$ cat config.mk
export PLATFORM = sky130hd
export DESIGN_NAME = core_inst_queue
export DESIGN_NICKNAME = d
export VERILOG_FILES = /design/src/rtl/core_inst_queue.sv
export SDC_FILE = /design/constraint.sdc
export NUM_CORES = 1
export LEC_CHECK = 0
export ABC_AREA = 1
export BUFFER_PORTS_ARGS = -buffer_cell sky130_fd_sc_hd__buf_2
export CAP_MARGIN = 30
export CORE_MARGIN = 3
export CORE_UTILIZATION = 40
export CTS_BUF_LIST = sky130_fd_sc_hd__clkbuf_8 sky130_fd_sc_hd__clkbuf_16
export DETAILED_ROUTE_END_ITERATION = 8
export PLACE_DENSITY = 0.63
export RECOVER_POWER = 50
export SYNTH_ARGS = -nofsm -noshare
export SYNTH_HDL_FRONTEND = slang
export SYNTH_SLANG_ARGS = --single-unit
$ cat constraint.sdc
create_clock -name clk -period 4.6 [get_ports clk]
set_clock_uncertainty 0.15 [all_clocks]
set_input_delay 0.69 -clock clk [delete_from_list [all_inputs] [get_ports clk]]
set_output_delay 0.69 -clock clk [all_outputs]
set_load 0.05 [all_outputs]
$ cat src/rtl/core_inst_queue.sv
// core_inst_queue: decode->issue instruction queue. Compacts sparse write lanes in order and issues a variable count per cycle.
// Optional same-cycle bypass through an empty queue: define CORE_INST_QUEUE_BYPASS_EN.
`timescale 1ns/1ps

module core_inst_queue #(
    parameter int DATA_WIDTH = 32,
    parameter int DEPTH      = 8,
    parameter int WRITE_PORT = 2,
    parameter int READ_PORT  = 2
) (
    input  logic                                clk,
    input  logic                                rst,
    input  logic                                flush_i,
    input  logic [WRITE_PORT-1:0]               write_valid_i,
    input  logic [WRITE_PORT*DATA_WIDTH-1:0]    write_data_i,
    output logic                                write_ready_o,
    output logic [READ_PORT-1:0]                read_valid_o,
    output logic [READ_PORT*DATA_WIDTH-1:0]     read_data_o,
    input  logic [$clog2(READ_PORT+1)-1:0]      read_num_i,
    output logic [$clog2(DEPTH+1)-1:0]          count_o
);

    localparam int PTR_W = $clog2(DEPTH);
    localparam int CNT_W = $clog2(DEPTH + 1);
`ifdef CORE_INST_QUEUE_BYPASS_EN
    localparam int COMP_N = (WRITE_PORT > READ_PORT) ? WRITE_PORT : READ_PORT;
`else
    localparam int COMP_N = WRITE_PORT;
`endif

    generate
        if ((DEPTH & (DEPTH - 1)) != 0 || DEPTH < WRITE_PORT + READ_PORT) begin : g_bad_depth
            $error("core_inst_queue: DEPTH must be a power of 2 and >= WRITE_PORT + READ_PORT");
        end
        if (WRITE_PORT < 1 || WRITE_PORT > 4 || READ_PORT < 1 || READ_PORT > 4) begin : g_bad_ports
            $error("core_inst_queue: WRITE_PORT and READ_PORT must be in 1..4");
        end
    endgenerate

    logic [DATA_WIDTH-1:0] ram [DEPTH];
    logic [PTR_W-1:0]      head, tail, head_next, tail_next;
    logic [CNT_W-1:0]      count, count_next;
    logic [CNT_W-1:0]      push_cnt, pop_cnt, avail;
    logic [DATA_WIDTH-1:0] comp_data [COMP_N];
    logic [WRITE_PORT-1:0] wr_en;
    logic [PTR_W-1:0]      wr_addr [WRITE_PORT];
    logic                  accept;
`ifdef CORE_INST_QUEUE_BYPASS_EN
    logic                  bypass;
`endif

    // Ready is judged from registered occupancy only; a same-cycle pop does not earn credit.
    assign write_ready_o = (count <= CNT_W'(DEPTH - WRITE_PORT));
    assign accept        = write_ready_o && !flush_i;
    assign count_o       = count;

    // NOTE: push_cnt is a running sum updated with blocking assignments, so each lane sees the count of lower lanes.
    always_comb begin
        push_cnt = '0;
        for (int j = 0; j < COMP_N; j++) begin
            comp_data[j] = '0;
        end
        for (int k = 0; k < WRITE_PORT; k++) begin
            if (accept && write_valid_i[k]) begin
                for (int j = 0; j < WRITE_PORT; j++) begin
                    if (CNT_W'(j) == push_cnt) begin
                        comp_data[j] = write_data_i[k*DATA_WIDTH +: DATA_WIDTH];
                    end
                end
                push_cnt = push_cnt + 1'b1;
            end
        end
    end

    always_comb begin
        avail = count;
`ifdef CORE_INST_QUEUE_BYPASS_EN
        bypass = (count == '0) && !flush_i;
        if (bypass) begin
            avail = push_cnt;
        end
`endif
        pop_cnt = CNT_W'(read_num_i);
        if (pop_cnt > avail) begin
            pop_cnt = avail;
        end
        if (pop_cnt > CNT_W'(READ_PORT)) begin
            pop_cnt = CNT_W'(READ_PORT);
        end
        if (flush_i) begin
            pop_cnt = '0;
        end
    end

    always_comb begin
        for (int j = 0; j < WRITE_PORT; j++) begin
            wr_en[j]   = (CNT_W'(j) < push_cnt);
            wr_addr[j] = tail + PTR_W'(j);
`ifdef CORE_INST_QUEUE_BYPASS_EN
            // Entries issued straight from the write lanes never land in the RAM.
            if (bypass) begin
                wr_en[j]   = (CNT_W'(j) < push_cnt) && (CNT_W'(j) >= pop_cnt);
                wr_addr[j] = tail + PTR_W'(j) - PTR_W'(pop_cnt);
            end
`endif
        end
    end

    always_comb begin
        head_next  = head + PTR_W'(pop_cnt);
        tail_next  = tail + PTR_W'(push_cnt);
        count_next = count + push_cnt - pop_cnt;
`ifdef CORE_INST_QUEUE_BYPASS_EN
        if (bypass) begin
            head_next = head;
            tail_next = tail + PTR_W'(push_cnt - pop_cnt);
        end
`endif
        if (flush_i) begin
            head_next  = '0;
            tail_next  = '0;
            count_next = '0;
        end
    end

    // NOTE: sequential state uses non-blocking assignments so every register samples pre-edge values.
    always_ff @(posedge clk or posedge rst) begin
        if (rst) begin
            head  <= '0;
            tail  <= '0;
            count <= '0;
        end else begin
            head  <= head_next;
            tail  <= tail_next;
            count <= count_next;
        end
    end

    // NOTE: the entry RAM is deliberately not reset; read_valid_o masks stale contents.
    always_ff @(posedge clk) begin
        for (int j = 0; j < WRITE_PORT; j++) begin
            if (wr_en[j]) begin
                ram[wr_addr[j]] <= comp_data[j];
            end
        end
    end

    always_comb begin
        read_data_o  = '0;
        read_valid_o = '0;
        for (int i = 0; i < READ_PORT; i++) begin
            read_data_o[i*DATA_WIDTH +: DATA_WIDTH] = ram[head + PTR_W'(i)];
            read_valid_o[i]                         = (count > CNT_W'(i));
`ifdef CORE_INST_QUEUE_BYPASS_EN
            if (bypass) begin
                read_data_o[i*DATA_WIDTH +: DATA_WIDTH] = comp_data[i];
                read_valid_o[i]                         = (push_cnt > CNT_W'(i));
            end
`endif
        end
    end

endmodule

; Word-level counts from Yosys, hierarchy flattened
; Memories as Yosys holds them, arrays and structs flattened.
; Cells that the tools add are included.
[totals]
ram_bits = 256
mem_count = 1
regBits = 10
in_bits = 71
[mem_list]
columns = memory, words, word_bits, read_ports, rd_ports_with_merged_regs, write_ports, line_no
row1 = ram, 8, 32, 2, 0, 2, 40  ; logic [DATA_WIDTH-1:0] ram [DEPTH];
[op_classes]
n_eq_ne = 1
magnitude_cmp = 7
n_addsub = 7
muxes = 16
reduce_logical = 5
[op_table]
columns = operator, count
row1 = 32-bit two-way mux, 3
row2 = 64-bit two-way mux, 1
row3 = 4-bit two-way mux, 5
row4 = "4-bit by 1-bit > comparator with 1-bit output, second input constant", 2
row5 = "1-bit by 4-bit less-than comparator with 1-bit output, first input constant", 2
row6 = "3-bit by 1-bit adder with 3-bit output, second input constant", 2
row7 = 3-bit adder, 2
row8 = 3-bit two-way mux, 2
row9 = 1-bit two-way mux, 5
row10 = "4-bit by 1-bit adder with 4-bit output, second input constant", 1
row11 = 4-bit adder, 1
row12 = "1-bit by 4-bit == test with 1-bit output, first input constant", 1
row13 = 2-bit by 4-bit > comparator with 1-bit output, 1
row14 = "4-bit by 2-bit > comparator with 1-bit output, second input constant", 1
row15 = "4-bit by 3-bit <= comparator with 1-bit output, second input constant", 1
row16 = 4-bit logical NOT, 1
row17 = 4-bit subtractor, 1
row18 = 1-bit logical AND, 3
row19 = 1-bit logical NOT, 1

; Depth between registers and ports, before layout
; Gate-level depths: netlist (run 1).
[depth]
word_depth = 9
mapped_depth = 16

; Least setup slack after synthesis (run 1)
; OpenSTA, ideal clock, no wires.
[synth_timing]
path_type = input port to flip-flop
from = input flush_i
to = memory ram[4][0], enable pin
setup_ns = 0.466
slack_ns = -0.191
stages = 10
path_buffers = 3
required_ns = 3.984
t_arrival_ns = 4.175
path_cell_list = buf_6 clkinv_2 nand3_4 nor2_4 buf_6 buf_4 inv_1 ha_1 or2_2 o21ai_0
[synth_lines]
columns = element, line_no
row1 = "start, declared", 13  ; input logic flush_i,
row2 = "end, declared", 40

; Worst setup path after layout (run 1)
[layout_timing]
from = register head[0]
to = output read_data_o[55]
[layout_between]
elab_chain_cells = 2
[layout_rtl]
columns = element, line_no
row1 = "start, declared", 41  ; logic [PTR_W-1:0] head, tail, head_next, tail_next;
row2 = "start signal, assigned", 133  ; head <= head_next;
row3 = 3-bit by 1-bit adder with 3-bit output, 152  ; read_data_o[i*DATA_WIDTH +: DATA_WIDTH] = ram[head + PTR_W'(i)];
row4 = memory read 8 x 32 bit, -
row5 = "end, declared", 18  ; output logic [READ_PORT*DATA_WIDTH-1:0] read_data_o,
; Every way passes these cells.

==> results_dict.tcl, run 1 <==
set metrics [dict create \
    grt_antenna_before_repair 0 \
    drt_wl_total_um 58800 \
    intPower_mw 5.90 \
    syn_area_per_cell_sq_um 7.34 \
    cts_inserted_buffers 30 \
    rows 75 \
    power.total_mw 12.2 \
    cts.clk_slew.worst_paths_ps 60 \
    synthDominantCellAreaShare_pct 44.5 \
    cp_data_arrival_time_ps 3470 \
    finish.net_count 2497 \
    achievable-frequency_mhz 232 \
    dp_hpwl_um 34100 \
    synth_flop_cell "sky130_fd_sc_hd__edfxtp_1" \
    required_time_reported_for_the_critical_path_endpoint_ps 3760 \
    met3RoutedLength_um 5810 \
    power.share.switching_pct 51.7 \
    yosysWarningCount 0 \
    clock-root-buffer "sky130_fd_sc_hd__clkbuf_16" \
    wirelength_met1_um 24200 \
    path_class "register to output port" \
    power_frac_seq_pct 25.0 \
    first_global_vias 15500 \
    grt_max_degree 106 \
    dr_total_vias 16500 \
    cell_count_after_synthesis 2352 \
    synthDominantAreaCellType "sky130_fd_sc_hd__edfxtp_1" \
    routed_via_density 5.47 \
    grt.total_usage_pct 25.2 \
    finalInstanceArea_sq_mm 0.0192 \
    ys_top_cells_by_count "sky130_fd_sc_hd__nand2_1, sky130_fd_sc_hd__o21ai_0, sky130_fd_sc_hd__edfxtp_1, sky130_fd_sc_hd__nor2_1, sky130_fd_sc_hd__a21oi_1" \
    finalSetupViolCount 0 \
    synth_sequential_area_ratio_pct 45.9 \
    cts_tree "yes" \
    cts.repair.resized 0 \
    layout.cells.non_filler 3009 \
    leakagePower_nw 8.18 \
    final_routed_drc_violation_total 0 \
    finalHoldViolations 0 \
    worst_skew_pair.late_latency_ps 580 \
    clock_power_share_pct 18.6 \
    global_route.overflow_total 0 \
    layout_min_cycle_time_ps 4310 \
    crit_path_start_kind "register" \
    post-cts-setup-buffers 0 \
    antenna_violating_nets_post_route 0 \
    yosys_register_bits 266 \
    number_of_placed_instances_with_taps_included 2950 \
    most_instantiated_library_cell_after_synthesis "sky130_fd_sc_hd__nand2_1" \
    grt_first_pass_wirelength_um 88900 \
    hold_buffers 1 \
    drt-initial-drc-count 1952 \
    synth_area_leaders "sky130_fd_sc_hd__edfxtp_1, sky130_fd_sc_hd__nand2_1, sky130_fd_sc_hd__o21ai_0" \
    hold_slack_ps 275 \
    rsz0062_at_grt "false" \
    vdd_ir_drop_max_mv 0.689 \
    placement.io_buffers 141 \
    num_antenna_cells 0 \
    drt_pass1_iterations 6 \
    synth_enable_flop_cells 256 \
    maxCapViolations 4 \
    synth_async_sr_flop_share_pct 3.76 \
    die_area_sq_mm 0.0457 \
    worst_hold_path_type "primary input to register" \
    initial_utilization_pct 40.8 \
    place_worst_setup_slack_ps 894 \
    core_area_sq_mm 0.0423 \
    dieWidth_um 214 \
    maxUsedRoutingLayer "met4" \
    ioPinCount 142 \
    avgRoutedWirePerCell_um 19.5 \
    run_status "complete, but fails checks" \
    switching_power_mw 6.32 \
    netlist_area_sq_mm 0.0173 \
    power_per_cell_area_mw_per_mm2 635 \
    finalWeightedCongestion 0.811 \
    placed_cell_area_sq_mm 0.0184 \
    htree_num_levels 1 \
    clk_path_buf_depth 3 \
    comb_power_share_pct 56.4 \
    yosysUniqueCellTypes 31 \
    layout-drive-gt1-share_pct 12.8 \
    route.met2.wl_um 27200 \
    worst_setup_path_end_kind "output port" \
    die_height_um 214 \
    period_share_pct 93.8 \
    finalMaxSlewViolations 73 \
    area.growth.synth_to_final_pct 11.3 \
    cts_num_sinks 266 \
    timing.slew.headroom_pct -61.7 \
    synth_nets 2440 \
    timing_worst_slew_pin_value_ps 2410 \
    final_critical_path_setup_slack_ps 287 \
    path_max_fanout 45 \
    violations_in_the_final_reports "capacitance limit, slew limit" \
]
power by group through the flow:
stage	registers [mW]	logic (mW)	clock network [mW]
3_5_place_dp	3.10	6.87	0
2_1_floorplan	3.09	5.12	0
6_report	3.05	6.89	2.28
4_1_cts	3.05	6.89	2.30
5_1_grt	3.07	7.44	2.39
3_3_place_gp	3.09	6.76	0
logic make-up (layout without fill, tap and decap cells):
family	count (synthesis)	after routing	synth area share, %
and+or+nand+nor	1266	1266	29.8
other	1	1	0.0217
adders and majority gates	17	17	1.41
xor gates and xnor gates	4	4	0.246
AOI/OAI and AO/OA	527	527	15.7
buffers and inverters	271	351	6.87
DFF	266	266	45.9
flip-flops by register name, summed over array words and instances, names as in the netlist:
name     cells
ram        256
count_o      4
head         3
tail         3
layout make-up:
type                    instances  area [sq um]
clock buffers                  32           778
clock inverters                23           136
fillers                      4181         23100
inverters                     108           413
multi-input cells            1815          8140
flip-flops and latches        266          7950
well taps                     577           722
repair buffers                188          1090
layer usage:
layer,vias to the layer above,track usage [%]
li1,7820,-
met1,7677,34.7
met2,846,41.8
met3,116,3.39
met4,0,7.61
met5,-,0
layout by cell type (no fill, tap or decap), types with 2 or more instances in the layout:
cell type	instances
sky130_fd_sc_hd__nor2_2	26
sky130_fd_sc_hd__nand2_1	936
sky130_fd_sc_hd__ha_1	12
sky130_fd_sc_hd__clkbuf_16	30
sky130_fd_sc_hd__nor2_1	183
sky130_fd_sc_hd__clkbuf_1	10
sky130_fd_sc_hd__clkbuf_2	7
sky130_fd_sc_hd__o21a_1	32
sky130_fd_sc_hd__buf_16	2
sky130_fd_sc_hd__edfxtp_1	256
sky130_fd_sc_hd__buf_12	2
sky130_fd_sc_hd__dfrtp_4	2
sky130_fd_sc_hd__or2_2	2
sky130_fd_sc_hd__clkinv_1	5
sky130_fd_sc_hd__nand2_2	41
sky130_fd_sc_hd__buf_4	32
sky130_fd_sc_hd__dfrtp_1	7
sky130_fd_sc_hd__a21oi_1	131
sky130_fd_sc_hd__inv_1	108
sky130_fd_sc_hd__nand3_1	69
sky130_fd_sc_hd__clkbuf_8	2
sky130_fd_sc_hd__xnor2_1	2
sky130_fd_sc_hd__nor2_4	8
sky130_fd_sc_hd__buf_2	134
sky130_fd_sc_hd__o21ai_4	3
sky130_fd_sc_hd__clkinv_2	4
sky130_fd_sc_hd__o21ai_0	280
sky130_fd_sc_hd__o21ai_1	80
sky130_fd_sc_hd__fa_1	4
sky130_fd_sc_hd__inv_2	9
critical path, stage by stage, from the launching register on:
cell,delay [ps]
sky130_fd_sc_hd__dfrtp_4,660
sky130_fd_sc_hd__ha_4,730
sky130_fd_sc_hd__inv_1,250
sky130_fd_sc_hd__buf_4,360
sky130_fd_sc_hd__nor2_1,140
sky130_fd_sc_hd__o21ai_0,80
sky130_fd_sc_hd__nand3_1,120
sky130_fd_sc_hd__o21a_1,220
sky130_fd_sc_hd__buf_2,300
per-stage QoR:
stage	TNS, ps	util, %
2_1_floorplan	-24590	-
3_3_place_gp	0	43.4
3_5_place_dp	0	43.6
4_1_cts	0	45.7
5_1_grt	0	45.4
6_report	0	45.4
path summary, 6_finish.rpt:
kind                                 startpoint              endpoint  slack, ps  cells past startpoint
min in group asynchronous                   rst     head[1]$_DFF_PP0_        490                      3
setup / recovery              head[0]$_DFF_PP0_       read_data_o[55]        290                      8
max in group asynchronous                   rst     head[0]$_DFF_PP0_       3480                      3
hold reg to reg               tail[2]$_DFF_PP0_     tail[2]$_DFF_PP0_        510                      2
hold / removal                          flush_i     head[0]$_DFF_PP0_        270                      2
setup reg to reg           count_o[0]$_DFF_PP0_  ram[1][30]$_DFFE_PP_        300                     12
Power figures use the tool's default switching activity.
==> inputs of run 2 (changes only) <==
Settings changed: GPL_TIMING_DRIVEN set to 0.
==> run 2 against run 1 <==
Compared with the run above: the run ends with hold timing left; critical path depth up 3; worst setup slack worse by 110 ps; sequential power down 1%.
==> results_dict.tcl, run 2 (same netlist as run 1, synthesis figures left out) <==
set metrics [dict create \
    routed_via_density 5.75 \
    grt_antenna_before_repair 0 \
    htree_num_levels 2 \
    cts_num_sinks 266 \
    clock-root-buffer "sky130_fd_sc_hd__clkbuf_16" \
    crit_path_start_kind "register" \
    clk_path_buf_depth 3 \
    grt.total_usage_pct 30.9 \
    layout.cells.most_common "sky130_fd_sc_hd__nand2_1" \
    power_per_cell_area_mw_per_mm2 665 \
    initial_utilization_pct 40.8 \
    num_antenna_cells 0 \
    worst_setup_path_end_kind "register" \
    number_of_placed_instances_with_taps_included 3078 \
    layout.cells.non_filler 3136 \
    path_max_fanout 20 \
    drt-initial-drc-count 3221 \
    run_status "complete, but fails checks" \
    cp_data_arrival_time_ps 4490 \
    vdd_ir_drop_max_mv 0.678 \
    leakagePower_nw 8.49 \
    timing_worst_slew_pin_value_ps 1040 \
    violations_in_the_final_reports "hold timing" \
    finish.net_count 2625 \
    power.total_mw 13.2 \
    tns_ps 0 \
    die_area_sq_mm 0.0457 \
    core_area_sq_mm 0.0423 \
    avgRoutedWirePerCell_um 23.0 \
    final_routed_drc_violation_total 0 \
    die_height_um 214 \
    finalSetupViolCount 0 \
    post-cts-setup-buffers 0 \
    finalHoldViolations 3 \
    path_class "register to register" \
    cts.clk_slew.worst_paths_ps 60 \
    grt_max_degree 23 \
    ioPinCount 142 \
    period_share_pct 96.1 \
    finalMaxSlewViolations 0 \
    rsz0062_at_grt "false" \
    achievable-frequency_mhz 226 \
    hold_buffers 0 \
    drt_pass1_iterations 8 \
    finalInstanceArea_sq_mm 0.0199 \
    cts.repair.resized 0 \
    required_time_reported_for_the_critical_path_endpoint_ps 4670 \
    placement.io_buffers 140 \
    layout_min_cycle_time_ps 4420 \
    global_route.overflow_total 0 \
    dieWidth_um 214 \
    worst_skew_pair.late_latency_ps 530 \
    layout_common_cells "sky130_fd_sc_hd__nand2_1, sky130_fd_sc_hd__o21ai_0, sky130_fd_sc_hd__edfxtp_1, sky130_fd_sc_hd__buf_2, sky130_fd_sc_hd__nor2_1" \
    finalWeightedCongestion 0.948 \
    hold_slack_ps -1.63 \
    drt_wl_total_um 72000 \
    worst_hold_path_type "primary input to asynchronous set/reset pin" \
    cts_inserted_buffers 34 \
    first_global_vias 17000 \
    largest_register_ff_count 256 \
    r2r_setup_slack_ps 180 \
    cts_tree "yes" \
    rows 75 \
    maxCapViolations 0 \
    layout-drive-gt1-share_pct 13.5 \
    dp_hpwl_um 49300 \
    timing.slew.headroom_pct 30.4 \
    grt_first_pass_wirelength_um 104000 \
    antenna_violating_nets_post_route 0 \
    dr_total_vias 18000 \
    post-route-util_pct 47.1 \
    placed_cell_area_sq_mm 0.0190 \
    area.growth.synth_to_final_pct 15.3 \
]
==> run 2: stage by stage <==
stage          hold WS (ps)  setup WS [ps]
2_1_floorplan           380           -191
3_3_place_gp            487          -3570
3_5_place_dp            490            197
4_1_cts                5.47            426
5_1_grt                27.1            121
6_report              -1.63            182
==> run 2: per-layer routing <==
metal / GRT usage [%] / up-vias / share of wire [%]
met2: 49.2 / 1394 / 45
met5: 0 / - / 0
met3: 6.25 / 266 / 13
li1: - / 8078 / -
met1: 40.6 / 8303 / 37
met4: 15.0 / 0 / 5.1
==> run 2: final cells by class <==
cell class | count | area, sq um
clock inverter | 23 | 149
buffer | 163 | 749
fill | 4126 | 22400
inverter | 108 | 407
multi-input combinational | 1815 | 8180
clock buffer | 35 | 876
timing repair buffer | 149 | 892
tap | 577 | 722
sequential | 266 | 7940
==> run 2: path summary, 6_finish.rpt <==
path | start | endpoint | cells after the start
max | count_o[0]$_DFF_PP0_ | ram[6][10]$_DFFE_PP_ | 11
min | rst | count_o[1]$_DFF_PP0_ | 2
max reg2reg | count_o[0]$_DFF_PP0_ | ram[6][10]$_DFFE_PP_ | 11
min reg2reg | tail[2]$_DFF_PP0_ | tail[2]$_DFF_PP0_ | 2
max in group asynchronous | rst | tail[0]$_DFF_PP0_ | 2
min in group clk | flush_i | count_o[1]$_DFF_PP0_ | 2
==> run 2: report_power, final <==
| part | internal, mW | switching, mW |
|---|---|---|
| Clock | 1.44 | 1.07 |
| Sequential | 2.92 | 0.0941 |
| Combinational | 1.80 | 5.91 |
==> run 2: critical path, cell delays in order, from the launching register on <==
cell                      delay, ps
sky130_fd_sc_hd__dfrtp_1        450
sky130_fd_sc_hd__nand3_1        140
sky130_fd_sc_hd__nand3_1        150
sky130_fd_sc_hd__nor2_2         560
sky130_fd_sc_hd__buf_2          390
sky130_fd_sc_hd__ha_1           280
sky130_fd_sc_hd__nand2_1        180
sky130_fd_sc_hd__nor2_1         460
sky130_fd_sc_hd__inv_1          280
sky130_fd_sc_hd__buf_2          310
sky130_fd_sc_hd__o21ai_2        440
sky130_fd_sc_hd__buf_12         290
